**src/rtl/booth_mult_arbiter.sv**
```systemverilog
// Round-robin front end for one shared combinational signed multiplier.
// It takes one operation at a time, waits a fixed latency, then holds the product until the consumer accepts it.
module booth_mult_arbiter #(
  parameter int NUM_REQ  = 4,
  parameter int DATA_W   = 16,
  parameter int MULT_LAT = 1,
  parameter int ID_W     = 2
) (
  input  logic                      clk,
  input  logic                      rst_n,
  input  logic [NUM_REQ-1:0]        req_valid,
  input  logic [NUM_REQ*DATA_W-1:0] req_a,
  input  logic [NUM_REQ*DATA_W-1:0] req_b,
  output logic [NUM_REQ-1:0]        req_ready,
  output logic [DATA_W-1:0]         mult_a,
  output logic [DATA_W-1:0]         mult_b,
  input  logic [2*DATA_W-1:0]       mult_p,
  output logic                      rsp_valid,
  input  logic                      rsp_ready,
  output logic [2*DATA_W-1:0]       rsp_data,
  output logic [ID_W-1:0]           rsp_id,
  output logic                      busy
);

  localparam int CNT_W = $clog2(MULT_LAT + 1);

  typedef enum logic [1:0] {IDLE, MUL, DONE} state_t;

  state_t          state, state_next;
  logic [ID_W-1:0] ptr;
  logic [ID_W-1:0] gnt_id;
  logic            gnt_found;
  logic [CNT_W-1:0] cnt;
  logic            accept, capture, retire;
  int              idx;

  // The search starts at the pointer, so the requester served last has the lowest priority.
  always_comb begin
    gnt_found = 1'b0;
    gnt_id    = '0;
    idx       = 0;
    for (int k = 0; k < NUM_REQ; k++) begin
      idx = int'(ptr) + k;
      if (idx >= NUM_REQ) idx = idx - NUM_REQ;
      if (!gnt_found && req_valid[ID_W'(idx)]) begin
        gnt_found = 1'b1;
        gnt_id    = ID_W'(idx);
      end
    end
  end

  always_comb begin
    state_next = state;
    req_ready  = '0;
    accept     = 1'b0;
    capture    = 1'b0;
    retire     = 1'b0;
    case (state)
      IDLE: begin
        if (gnt_found) begin
          req_ready[gnt_id] = 1'b1;
          accept            = 1'b1;
          state_next        = MUL;
        end
      end
      MUL: begin
        if (cnt == CNT_W'(1)) begin
          capture    = 1'b1;
          state_next = DONE;
        end
      end
      DONE: begin
        if (rsp_valid && rsp_ready) begin
          retire     = 1'b1;
          state_next = IDLE;
        end
      end
      default: state_next = IDLE;
    endcase
  end

  always_ff @(posedge clk or negedge rst_n) begin
    if (!rst_n) state <= IDLE;
    else        state <= state_next;
  end

  // Operands stay registered until the next accept, so the multiplier input only changes at an accept.
  always_ff @(posedge clk or negedge rst_n) begin
    if (!rst_n) begin
      mult_a    <= '0;
      mult_b    <= '0;
      rsp_valid <= 1'b0;
      rsp_data  <= '0;
      rsp_id    <= '0;
      ptr       <= '0;
      cnt       <= '0;
    end else begin
      if (accept) begin
        mult_a <= req_a[gnt_id*DATA_W +: DATA_W];
        mult_b <= req_b[gnt_id*DATA_W +: DATA_W];
        rsp_id <= gnt_id;
        cnt    <= CNT_W'(MULT_LAT);
        ptr    <= (gnt_id == ID_W'(NUM_REQ - 1)) ? '0 : gnt_id + 1'b1;
      end
      if (state == MUL) cnt <= cnt - 1'b1;
      if (capture) begin
        rsp_data  <= mult_p;
        rsp_valid <= 1'b1;
      end
      if (retire) rsp_valid <= 1'b0;
    end
  end

  assign busy = (state != IDLE);

endmodule

```
**config.mk**
```make
export PLATFORM = sky130hd
export DESIGN_NAME = booth_mult_arbiter
export DESIGN_NICKNAME = d
export VERILOG_FILES = /design/src/rtl/booth_mult_arbiter.sv
export SDC_FILE = /design/constraint.sdc
export NUM_CORES = 1
export LEC_CHECK = 0
export BUFFER_PORTS_ARGS = -buffer_cell sky130_fd_sc_hd__clkbuf_2
export CAP_MARGIN = 30
export CORE_MARGIN = 1
export CORE_UTILIZATION = 43
export DETAILED_ROUTE_END_ITERATION = 8
export PLACE_DENSITY_LB_ADDON = 0.25
export RECOVER_POWER = 50
export SLEW_MARGIN = 10
export SYNTH_ARGS = -nofsm -noshare
export SYNTH_HDL_FRONTEND = slang
export SYNTH_SLANG_ARGS = --single-unit
export TNS_END_PERCENT = 100
```
**constraint.sdc**
```tcl
create_clock -name clk -period 2.13 [get_ports clk]
set_clock_uncertainty 0.2 [all_clocks]
set_input_delay 0.213 -clock clk [delete_from_list [all_inputs] [get_ports clk]]
set_output_delay 0.213 -clock clk [all_outputs]
set_load 0.01 [all_outputs]
```
After elaboration in Yosys (flattened, before gate mapping)
Index checks and enable logic that the tools add are counted.
Widths: inputs -> output; s select.
Storage, ports and cells
  register bits after elaboration: 72
  input bits: 167
  output and inout port bits: 72
  word-level logic and storage cells: 91
Operators by class
  add/sub/neg operators: 9
  $lt $le $gt $ge: 10
  eq/ne operators: 6
  shift operators: 2
  muxes and demuxes: 43
  reductions and logical operators: 13
Operators with widths (number)
  $shiftx 64x7->16: 2
  $mux 2: 12
  $mux 1: 23
  $lt 2x4->1 const B: 4
  $ge 3x3->1 const B: 3
  $bmux 1 s2: 4
  $mux 4: 2
  $sub 2x1->2 const B: 4
  $add 2x2->3 const B: 2
  $ne 2x2->1 const B: 3
  $pmux 2 s3: 1
  $reduce_bool 2->1: 3
  $logic_and 1x1->1: 5
  $eq 2x2->1 const B: 2
  $add 2x1->3 const B: 1
  $ge 2x3->1 const B: 1
  $logic_not 1->1: 3
  $lt 2x3->1 const B: 1
  $reduce_and 3->1: 1
  $add 2x1->2 const B: 1
  $demux 1 s2: 1
  $eq 2x1->1 const B: 1
  $ge 2x1->1 const B: 1
  $logic_not 2->1: 1
  $sub 1x1->1 const B: 1

Logic depth before layout (Yosys ltp)
  word-level depth: 21
  gate-level depth with buffers: 9
  depth with buffers taken out: 7

Worst setup path after synthesis
Ideal clock, no wire load.
  kind: register -> output
  start: register ptr[1]
  end: output port req_ready[3]
  data arrival time: 1560 ps
  setup slack: 157 ps
  cell stages (with the launch flop): 9
  path buffers: 2
  path through: dfrtp_1 -> nand2b_1 -> a21o_1 -> o211ai_4 -> buf_12 -> buf_12 -> inv_1 -> ha_1 -> and2_1
On the way
  word-level cells in the longest chain between the ends: 21
Ends and longest elaborated chain
  start, declared: line 30  | logic [ID_W-1:0] ptr;
  start signal, assigned: line 103  | ptr <= (gnt_id == ID_W'(NUM_REQ - 1)) ? '0 : gnt_id + 1'b1;
  branches (longest 19 deep; another with $add 2x1->3)
  $mux 4 *: line 60  | if (gnt_found) begin
  $mux 4 *: line 58  | case (state)
  end, declared: line 14  | output logic [NUM_REQ-1:0] req_ready,
Every way passes the cells marked *. The select of a mux whose other input is x is not followed.

Final worst setup path
  start: register ptr[0]
  end: output port req_ready[3]
Same word-level chain as after synthesis.

==> metrics.md <==
| Metric | Value |
|---|---|
| Half-perimeter wire length after detailed placement | `7750 um` |
| Total wire length after detailed routing | `14000 um` |
| Initial antenna violation count | `1` |
| Synthesized instance count | `299` |
| Avg Inst Size Synth | `12.3 sq um` |
| Post-route antenna net violation count | `0` |
| Via count of the first global-routing pass | `4348` |
| Gate family responsible for the most delay along the worst path | `flip-flops` |
| Period Utilization, post-route | `102%` |
| Maximum number of pins on one net before global-route repair | `46` |
| Worst path buffer plus inverter count | `3` |
| Starting DRC count in detailed routing | `180` |
| H-tree level count | `3` |
| Share of cells above drive strength 1 | `40.4%` |
| Fraction of registers with async set or reset after synthesis | `100%` |
| # port buffers | `238` |
| Post-layout worst setup margin | `-45.7 ps` |
| Placer's final routability congestion estimate | `0.825` |
| Total count of max-transition violations in the final report | `0` |
| Core ar. | `0.00826 sq mm` |
| Hold Vio Cnt, Final | `0` |
| Count of final setup violators | `1` |
| #FFs+latches synth | `72` |
| Cell at the root of the clock tree | `sky130_fd_sc_hd__clkbuf_8` |
| Synthesized Nets | `467` |
| Cell depth of the worst hold path | `3` |
| Number of buffers created by CTS | `9` |
| Max-Cap Viols | `0` |
| Result of the run | `finished with violations` |
| GRT Util Overall | `30.1%` |
| Chain of cells forming the critical path | `buf_6 > mux2i_2 > nand2_2 > o211ai_4 > inv_1 > ha_2 > and2_1 > buf_2` |
| Slowest stage delay, CP | `440 ps` |
| Commonest register cell after synthesis | `sky130_fd_sc_hd__dfrtp_1` |
| Worst Path Arrival | `1760 ps` |
| TritonCTS clock tree | `built` |
| Largest area contributor in the synthesized netlist | `sky130_fd_sc_hd__dfrtp_1` |
| Hold worst-path end | `mult_b[12]$_DFFE_PN0P_` |
| Top post-synthesis cells by area | `sky130_fd_sc_hd__dfrtp_1 (49%), sky130_fd_sc_hd__mux2i_1 (18%), sky130_fd_sc_hd__o221ai_1 (7.6%)` |
| Worst-margin pin slew | `724 ps` |
| Worst skew pair latency | `350 ps` |
| Number of flops mapped to enable cells by yosys | `0` |
| Final nets | `843` |
| Critical path's slowest cell | `sky130_fd_sc_hd__dfrtp_2` |
| Setup slack, reg-to-reg | `40 ps` |
| First-pass GRT wire length | `20400 um` |
| Remaining global-route overflow | `0` |
| Source of the worst register-to-register timing path | `ptr[0]$_DFFE_PN0P_` |
| Violated checks | `setup timing` |
| Count leader, synth | `sky130_fd_sc_hd__dfrtp_1` |
| Fill cell total of the finished layout | `540` |
| Fin Hold WS | `9.35 ps` |
| Footprint of the flip-flops and latches | `0.00181 sq mm` |
| Max frequency | `460 MHz` |
| Area added between synthesis and finish | `76.7%` |
| Reg2reg path depth | `8` |
| Required time at the worst-slack endpoint | `1720 ps` |
| First drt pass iteration count | `4` |
| Leakage power summed over all cells | `3.32 nW` |
| # rows | `33` |
| Kind of critical path | `reg2out` |
| Kind of end point of the critical path | `primary output` |
| Detailed-route wire length per cell | `17.8 um` |
| Count of synthesis-stage warnings from yosys | `0` |
| Clock-pin slew of the registers on the worst-case setup and hold paths | `80 ps` |
| Overall die area | `0.00893 sq mm` |
| Multi-input gate area in the final layout | `0.00172 sq mm` |
| Final cell utilization of the core | `78.8%` |
| Start point of the worst min-delay path | `req_b[28]` |
| Floorplan die height | `94.5 um` |
| Drt via density | `5.21` |
| Width of the die | `94.5 um` |
| Worst rel slew slack | `51.7%` |
| Netlist area before placement | `0.00368 sq mm` |
| Vias | `4095` |
| Peak supply drop | `0.000766 V` |
| Areal power density over the cells | `1170 mW/mm^2` |
| Startpoint types | `flip-flop` |
| Post-detailed-route DRC marker count | `0` |
| Portion of synthesized cell area occupied by the leading cell type | `48.9%` |
| Post-synth cell types | `31` |
| Number of buffers on the longest clock path | `2` |
| Clock net sink count | `72` |
| Initial Util | `44.6%` |
| Fraction of the yosys area taken by sequential cells | `48.9%` |
| RSZ-0062 raised after global routing | `yes` |
| Top post-synthesis cells by count | `sky130_fd_sc_hd__dfrtp_1 (72), sky130_fd_sc_hd__mux2i_1 (65), sky130_fd_sc_hd__nand2_1 (42), sky130_fd_sc_hd__o221ai_1 (32), sky130_fd_sc_hd__mux2_1 (19)` |
| End of the worst register-to-register path | `mult_b[6]$_DFFE_PN0P_` |
| Shortest clock period the worst path allows after layout | `2180 ps` |
| Type of the most critical hold path | `in2reg` |
| I/O pin count | `239` |
| CP max FO | `4` |
power by group:
part | switching [mW] | internal, mW | leakage (nW)
logic | 2.12 | 1.97 | 2.38
registers | 0.438 | 2.08 | 0.856
clock network | 0.570 | 0.432 | 0.0827
per-stage QoR:
step | instance area [sq um] | setup TNS [ps] | std cells | total power [mW] | setup WS (ps)
floorplan | 3680 | 0 | 299 | 4.86 | 157
global placement | 4950 | 0 | 633 | 6.00 | 161
detailed placement | 4950 | 0 | 633 | 6.14 | 105
CTS | 6460 | -32.5 | 780 | 7.42 | -32.5
global route | 6500 | -168 | 786 | 8.10 | -104
finish | 6500 | -45.7 | 786 | 7.62 | -45.7
per-layer routing:
| metal | global-route usage, % | part of all wire [%] |
|---|---|---|
| met4 | 14.9 | 3.7 |
| met3 | 7.33 | 8.0 |
| met1 | 31.4 | 35 |
| met2 | 56.2 | 53 |
| met5 | 0 | 0 |
registers in the layout, summed over array words and instances, names as in the netlist:
signal	count
mult_a	16
rsp_valid	1
cnt	1
mult_b	16
rsp_data	32
rsp_id	2
ptr	2
state	2
layout by cell type, fill, tap and decap left out, types with 3 or more instances in the layout:
cell                            synthesis  routed
sky130_fd_sc_hd__clkbuf_8               0       9
sky130_fd_sc_hd__o221ai_1              32      32
sky130_fd_sc_hd__dlygate4sd3_1          0     126
sky130_fd_sc_hd__nor2_1                 8       7
sky130_fd_sc_hd__dfrtp_2                0       4
sky130_fd_sc_hd__mux2_2                14      14
sky130_fd_sc_hd__clkbuf_1               5      33
sky130_fd_sc_hd__buf_4                  0      12
sky130_fd_sc_hd__nand2_1               42      42
sky130_fd_sc_hd__mux2_1                19      19
sky130_fd_sc_hd__dfrtp_1               72      68
sky130_fd_sc_hd__clkinvlp_4             0       3
sky130_fd_sc_hd__clkbuf_2               0     205
sky130_fd_sc_hd__mux2i_1               65      63
sky130_fd_sc_hd__inv_6                  0       3
how the worst max path moves through the flow:
stage                  startpoint  cells past startpoint  slack [ps]                      to
2_1_floorplan  ptr[1]$_DFFE_PN0P_                      8         160            req_ready[3]
3_3_place_gp   ptr[1]$_DFFE_PN0P_                      6         160  mult_b[15]$_DFFE_PN0P_
3_5_place_dp   ptr[1]$_DFFE_PN0P_                      6         100  mult_b[15]$_DFFE_PN0P_
4_1_cts        ptr[0]$_DFFE_PN0P_                      8         -30            req_ready[3]
5_1_grt        ptr[1]$_DFFE_PN0P_                      7        -100            req_ready[3]
6_report       ptr[0]$_DFFE_PN0P_                      8         -50            req_ready[3]
worst reg2reg max path: stages (launching register included):
cell and delay (ps):
sky130_fd_sc_hd__dfrtp_2 440, sky130_fd_sc_hd__buf_6 130, sky130_fd_sc_hd__mux2i_2 150, sky130_fd_sc_hd__nand2_2 110, sky130_fd_sc_hd__o211ai_4 90, sky130_fd_sc_hd__buf_6 200
sky130_fd_sc_hd__buf_12 180, sky130_fd_sc_hd__mux2i_1 250, sky130_fd_sc_hd__o221ai_1 190
kinds of logic after synthesis:
family | count (synthesis) | synth area share (%)
AOI/OAI and AO/OA | 45 | 10.5
muxes | 98 | 27.8
and+or+nand+nor | 61 | 7.17
DFF | 72 | 48.9
buffers and inverters | 22 | 5.27
adders and majority gates | 1 | 0.340
final cells by class:
type	count	area share, %
Clock inverter	7	0.827
Inverter	2	0.115
Sequential cell	72	27.8
Timing Repair Buffer	385	40.8
Antenna cell	1	0.0385
Tap cell	105	2.02
Clock buffer	9	1.90
Multi-Input combinational cell	205	26.5
what timing repair did:
| action | in CTS | in global routing |
|---|---|---|
| hold endpoints to repair | 134 | 0 |
| resized for setup | 8 | 9 |
| endpoints found under the setup margin | 4 | 23 |
| buffers inserted | 5 | 3 |
| hold buffers | 126 | 0 |
| cloned | 0 | 2 |
| pin swaps | 4 | 0 |
No activity file was read; power rests on OpenSTA's default activity.
